## src/rtl/control_unit.sv

```systemverilog
// control_unit: decode-stage instruction decoder for the 5-bit-opcode
// SimpleRisc-style processor. It turns an opcode and the instruction I bit
// into one-hot ALU-operation flags and datapath control flags. All outputs
// are registered, so the decode appears one rising edge after the opcode is
// presented.
//
// Ports:
//   clk          rising-edge clock
//   rst          synchronous active-high reset; clears every output
//   opcode[4:0]  instruction bits [31:27]
//   imm          instruction I bit (second operand is the immediate)
//   isSt, isLd, isBeq, isBgt, isRet, isImmediate, isWb, isUBranch, isCall
//                datapath control flags
//   isAdd .. isMov
//                one-hot ALU operation select (ld/st reuse isAdd)
module control_unit (
  input  logic       clk,
  input  logic       rst,
  input  logic [4:0] opcode,
  input  logic       imm,
  output logic       isSt,
  output logic       isLd,
  output logic       isBeq,
  output logic       isBgt,
  output logic       isRet,
  output logic       isImmediate,
  output logic       isWb,
  output logic       isUBranch,
  output logic       isCall,
  output logic       isAdd,
  output logic       isSub,
  output logic       isCmp,
  output logic       isMul,
  output logic       isDiv,
  output logic       isMod,
  output logic       isLsl,
  output logic       isLsr,
  output logic       isAsr,
  output logic       isOr,
  output logic       isAnd,
  output logic       isNot,
  output logic       isMov
);

  // Opcode map
  localparam logic [4:0] OP_ADD  = 5'b00000;
  localparam logic [4:0] OP_SUB  = 5'b00001;
  localparam logic [4:0] OP_MUL  = 5'b00010;
  localparam logic [4:0] OP_DIV  = 5'b00011;
  localparam logic [4:0] OP_MOD  = 5'b00100;
  localparam logic [4:0] OP_CMP  = 5'b00101;
  localparam logic [4:0] OP_AND  = 5'b00110;
  localparam logic [4:0] OP_OR   = 5'b00111;
  localparam logic [4:0] OP_NOT  = 5'b01000;
  localparam logic [4:0] OP_MOV  = 5'b01001;
  localparam logic [4:0] OP_LSL  = 5'b01010;
  localparam logic [4:0] OP_LSR  = 5'b01011;
  localparam logic [4:0] OP_ASR  = 5'b01100;
  localparam logic [4:0] OP_NOP  = 5'b01101;
  localparam logic [4:0] OP_LD   = 5'b01110;
  localparam logic [4:0] OP_ST   = 5'b01111;
  localparam logic [4:0] OP_BEQ  = 5'b10000;
  localparam logic [4:0] OP_BGT  = 5'b10001;
  localparam logic [4:0] OP_B    = 5'b10010;
  localparam logic [4:0] OP_CALL = 5'b10011;
  localparam logic [4:0] OP_RET  = 5'b10100;

  // Bit positions of each flag in the packed control word
  localparam int F_ST   = 0;
  localparam int F_LD   = 1;
  localparam int F_BEQ  = 2;
  localparam int F_BGT  = 3;
  localparam int F_RET  = 4;
  localparam int F_IMM  = 5;
  localparam int F_WB   = 6;
  localparam int F_UBR  = 7;
  localparam int F_CALL = 8;
  localparam int F_ADD  = 9;
  localparam int F_SUB  = 10;
  localparam int F_CMP  = 11;
  localparam int F_MUL  = 12;
  localparam int F_DIV  = 13;
  localparam int F_MOD  = 14;
  localparam int F_LSL  = 15;
  localparam int F_LSR  = 16;
  localparam int F_ASR  = 17;
  localparam int F_OR   = 18;
  localparam int F_AND  = 19;
  localparam int F_NOT  = 20;
  localparam int F_MOV  = 21;
  localparam int NFLAGS = 22;

  logic [NFLAGS-1:0] flags_d;
  logic [NFLAGS-1:0] flags_q;

  // Combinational decode of the presented opcode into the next control word
  always_comb begin
    flags_d = '0;
    case (opcode)
      OP_ADD: begin flags_d[F_ADD] = 1'b1; flags_d[F_WB] = 1'b1; flags_d[F_IMM] = imm; end
      OP_SUB: begin flags_d[F_SUB] = 1'b1; flags_d[F_WB] = 1'b1; flags_d[F_IMM] = imm; end
      OP_MUL: begin flags_d[F_MUL] = 1'b1; flags_d[F_WB] = 1'b1; flags_d[F_IMM] = imm; end
      OP_DIV: begin flags_d[F_DIV] = 1'b1; flags_d[F_WB] = 1'b1; flags_d[F_IMM] = imm; end
      OP_MOD: begin flags_d[F_MOD] = 1'b1; flags_d[F_WB] = 1'b1; flags_d[F_IMM] = imm; end
      // cmp only sets flags, never writes a register
      OP_CMP: begin flags_d[F_CMP] = 1'b1; flags_d[F_IMM] = imm; end
      OP_AND: begin flags_d[F_AND] = 1'b1; flags_d[F_WB] = 1'b1; flags_d[F_IMM] = imm; end
      OP_OR:  begin flags_d[F_OR]  = 1'b1; flags_d[F_WB] = 1'b1; flags_d[F_IMM] = imm; end
      OP_NOT: begin flags_d[F_NOT] = 1'b1; flags_d[F_WB] = 1'b1; flags_d[F_IMM] = imm; end
      OP_MOV: begin flags_d[F_MOV] = 1'b1; flags_d[F_WB] = 1'b1; flags_d[F_IMM] = imm; end
      OP_LSL: begin flags_d[F_LSL] = 1'b1; flags_d[F_WB] = 1'b1; flags_d[F_IMM] = imm; end
      OP_LSR: begin flags_d[F_LSR] = 1'b1; flags_d[F_WB] = 1'b1; flags_d[F_IMM] = imm; end
      OP_ASR: begin flags_d[F_ASR] = 1'b1; flags_d[F_WB] = 1'b1; flags_d[F_IMM] = imm; end
      OP_NOP: begin flags_d = '0; end
      // Memory ops compute base + offset on the adder; offset is always immediate
      OP_LD: begin
        flags_d[F_LD]  = 1'b1;
        flags_d[F_ADD] = 1'b1;
        flags_d[F_IMM] = 1'b1;
        flags_d[F_WB]  = 1'b1;
      end
      OP_ST: begin
        flags_d[F_ST]  = 1'b1;
        flags_d[F_ADD] = 1'b1;
        flags_d[F_IMM] = 1'b1;
      end
      OP_BEQ: begin flags_d[F_BEQ] = 1'b1; end
      OP_BGT: begin flags_d[F_BGT] = 1'b1; end
      OP_B:   begin flags_d[F_UBR] = 1'b1; end
      // call writes the return address into the register file
      OP_CALL: begin
        flags_d[F_CALL] = 1'b1;
        flags_d[F_UBR]  = 1'b1;
        flags_d[F_WB]   = 1'b1;
      end
      OP_RET: begin
        flags_d[F_RET] = 1'b1;
        flags_d[F_UBR] = 1'b1;
      end
      // Undefined opcodes behave as nop
      default: begin flags_d = '0; end
    endcase
  end

  // Output register; reset wins over the opcode sampled on the same edge
  always_ff @(posedge clk) begin
    if (rst) begin
      flags_q <= '0;
    end else begin
      flags_q <= flags_d;
    end
  end

  assign isSt        = flags_q[F_ST];
  assign isLd        = flags_q[F_LD];
  assign isBeq       = flags_q[F_BEQ];
  assign isBgt       = flags_q[F_BGT];
  assign isRet       = flags_q[F_RET];
  assign isImmediate = flags_q[F_IMM];
  assign isWb        = flags_q[F_WB];
  assign isUBranch   = flags_q[F_UBR];
  assign isCall      = flags_q[F_CALL];
  assign isAdd       = flags_q[F_ADD];
  assign isSub       = flags_q[F_SUB];
  assign isCmp       = flags_q[F_CMP];
  assign isMul       = flags_q[F_MUL];
  assign isDiv       = flags_q[F_DIV];
  assign isMod       = flags_q[F_MOD];
  assign isLsl       = flags_q[F_LSL];
  assign isLsr       = flags_q[F_LSR];
  assign isAsr       = flags_q[F_ASR];
  assign isOr        = flags_q[F_OR];
  assign isAnd       = flags_q[F_AND];
  assign isNot       = flags_q[F_NOT];
  assign isMov       = flags_q[F_MOV];

endmodule

```

## config.mk

```make
export PLATFORM = sky130hd
export DESIGN_NAME = control_unit
export DESIGN_NICKNAME = d
export VERILOG_FILES = /design/src/rtl/control_unit.sv
export SDC_FILE = /design/constraint.sdc
export NUM_CORES = 1
export LEC_CHECK = 0
export ABC_AREA = 1
export ABC_CLOCK_PERIOD_IN_PS = 3400
export CAP_MARGIN = 30
export CORE_MARGIN = 4
export CORE_UTILIZATION = 40
export DETAILED_ROUTE_END_ITERATION = 8
export DONT_BUFFER_PORTS = 1
export PLACE_DENSITY_LB_ADDON = 0.05
export SLEW_MARGIN = 30
export SYNTH_ARGS = -nofsm -noshare
export SYNTH_HDL_FRONTEND = slang
export SYNTH_SLANG_ARGS = --single-unit
```

## constraint.sdc

```tcl
create_clock -name clk -period 3.4 [get_ports clk]
set_clock_uncertainty 0.1 [all_clocks]
set_input_delay 1.02 -clock clk [delete_from_list [all_inputs] [get_ports clk]]
set_output_delay 1.02 -clock clk [all_outputs]
set_load 0.02 [all_outputs]
```

==> results.json <==
{
  "result_of_the_run": "completed",
  "antenna-diode-count": 0,
  "post_route_cells_drive_above_1_share_pct": 18.7,
  "final_core_util_pct": 45.5,
  "post-cts-setup-buffers": 0,
  "maximum_number_of_pins_on_one_net_before_global_route_repair": 16,
  "kind_of_critical_path": "register to primary output",
  "cellInternalPower_mw": 0.312,
  "multi_input_area_um2": 284,
  "period_needed_ns": 1.87,
  "core_mm2": 0.00178,
  "pin_count": 30,
  "power.share.clock_pct": 27.3,
  "finalWirelength_um": 1480,
  "tritoncts": "done",
  "worst_slew_margin_relative_to_its_limit_pct": 84.7,
  "floorplan.initialDensity_pct": 43.8,
  "die_w_um": 52.2,
  "timing.max_cap.violations": 0,
  "rsz0062_at_grt": "false",
  "vias_in_the_first_global_route": 529,
  "reg.largest.list": "flags_q x22",
  "htreeDepth": 1,
  "area_delta_synth_final_pct": 4.01,
  "sum_of_net_half_perimeters_after_detailed_placement_um": 1170,
  "net_total_in_the_final_layout": 101,
  "antenna_found_initial": 0,
  "finalPower_mw": 0.406,
  "yosys.cell_types.count": 18,
  "most_flop_heavy_register": "flags_q",
  "final-instance-count-excl-fill": 116,
  "first_pass_grt_wire_length_um": 2350,
  "place.detailed.instances": 113,
  "cts_hold_buffers": 0,
  "globalRouteTotalUtil_pct": 12.0,
  "share_of_synthesized_area_occupied_by_flip_flops_and_latches_pct": 56.4,
  "syn-num-nets": 99,
  "root_buffer": "sky130_fd_sc_hd__clkbuf_4",
  "total_switching_power_mw": 0.0937,
  "holdCritPathClass": "primary input to register",
  "seq_area_um2": 440,
  "floorplan.die_area_mm2": 0.00272,
  "vdd_drop_max_uv": 188,
  "report.final.hold_viol_count": 0,
  "startpoint_type": "register",
  "data_required_critical_path_ns": 2.28,
  "post_cts.resized_instances": 0,
  "finalSetupViolCount": 0,
  "finalCritPeriodShare_pct": 54.9,
  "firstDrtPassIters": 4,
  "clock_sinks": 22,
  "fillCellCount": 192,
  "place_congestion": 0.802,
  "detail-route-antenna-nets": 0,
  "p_per_area_mw_per_mm2": 500,
  "routed_via_density": 5.16,
  "power.share.combinational_pct": 6.3,
  "tightest_slew_ns": 0.228,
  "max_clock_freq_mhz": 536,
  "grt-ovfl-total": 0,
  "place.port_buffers": 0,
  "ctsLongestPathBuffers": 2,
  "postSynthCellCount": 91,
  "dr.first_iter.drc_count": 13,
  "final.setup.tns_ns": 0,
  "placement.setup.worst_slack_ns": 1.54,
  "p_seq_share_pct": 66.4,
  "clkSlewWorstSetupHoldPaths_ns": 0.11,
  "timing.final.max_slew_violations": 0,
  "cp_max_fo": 1,
  "final_cell_mix": "sky130_fd_sc_hd__dfxtp_1, sky130_fd_sc_hd__nand2_1, sky130_fd_sc_hd__nor3_1",
  "synth_warnings": 0,
  "num_vias": 599,
  "ys_seq_elements": 22,
  "worstPathArrival_ns": 0.75,
  "total_leakage_power_nw": 0.326,
  "syn_area_um2": 781,
  "avgSynthCellArea_um2": 8.58,
  "layout.cells.most_common": "sky130_fd_sc_hd__dfxtp_1",
  "route.detailed.wl_per_inst_um": 12.8,
  "numCtsBuffers": 3,
  "detail_route.drc_violations": 0,
  "timing.critical_path.to_type": "primary output",
  "largest_reg_flops": 22,
  "timing.final.ws_setup_ns": 1.53,
  "fp_rows": 15,
  "switching_portion_of_total_power_pct": 23.1,
  "die_y_um": 52.2
}
-- Yosys cell counts (all sizes together) --
cell type  count  share of area (%)
nor3          12                7.7
nor2          17                 10
clkbuf         1               0.48
dfxtp         22                 56
o22ai          2                1.6
a21oi          2                1.8
buf            2                2.4
nor4           3                2.4
nand2         13                6.6
nand3          7                5.1
nand4          1               0.80
inv            9                4.3
-- metrics by stage --
stage	hold slack, ns	cell area, µm²
floorplan	0.996	781
global placement	0.986	790
detailed placement	0.987	790
CTS	0.658	812
global route	0.652	812
finish	0.670	812
-- metal layers --
metal  global-route usage [%]  part of all wire [%]  up-vias
met5                        0                     0        -
met4                     8.94                   3.0        0
met3                     3.42                   8.5        5
met2                     17.2                    42       24
met1                     15.0                    46      268
li1                         -                     -      302
-- final cells by class --
| cell class | count | share of cell area, % |
|---|---|---|
| sequential | 22 | 54.2 |
| multi-input combinational | 57 | 35.0 |
| inverter | 9 | 4.16 |
| tap | 25 | 3.85 |
| clock buffer | 3 | 2.77 |
-- worst paths after layout --
path,from,cells past startpoint,endpoint
min,rst,1,flags_q[5]
max,flags_q[15],0,isLsl
-- power groups by stage --
stage	Combinational (mW)	Sequential, mW	Clock, mW
2_1_floorplan	0.0270	0.275	0
4_1_cts	0.0254	0.270	0.116
5_1_grt	0.0286	0.270	0.125
6_report	0.0254	0.269	0.111
3_5_place_dp	0.0253	0.276	0
3_3_place_gp	0.0257	0.275	0
-- logic make-up (layout without fill, tap and decap cells) --
kind of cell | after synthesis | after routing | synth area share (%)
AO/OA/AOI/OAI | 4 | 4 | 3.36
buffers and inverters | 12 | 12 | 7.21
flip-flops | 22 | 22 | 56.4
AND/OR/NAND/NOR | 53 | 53 | 33.0
(Power assumes the default switching activity.)
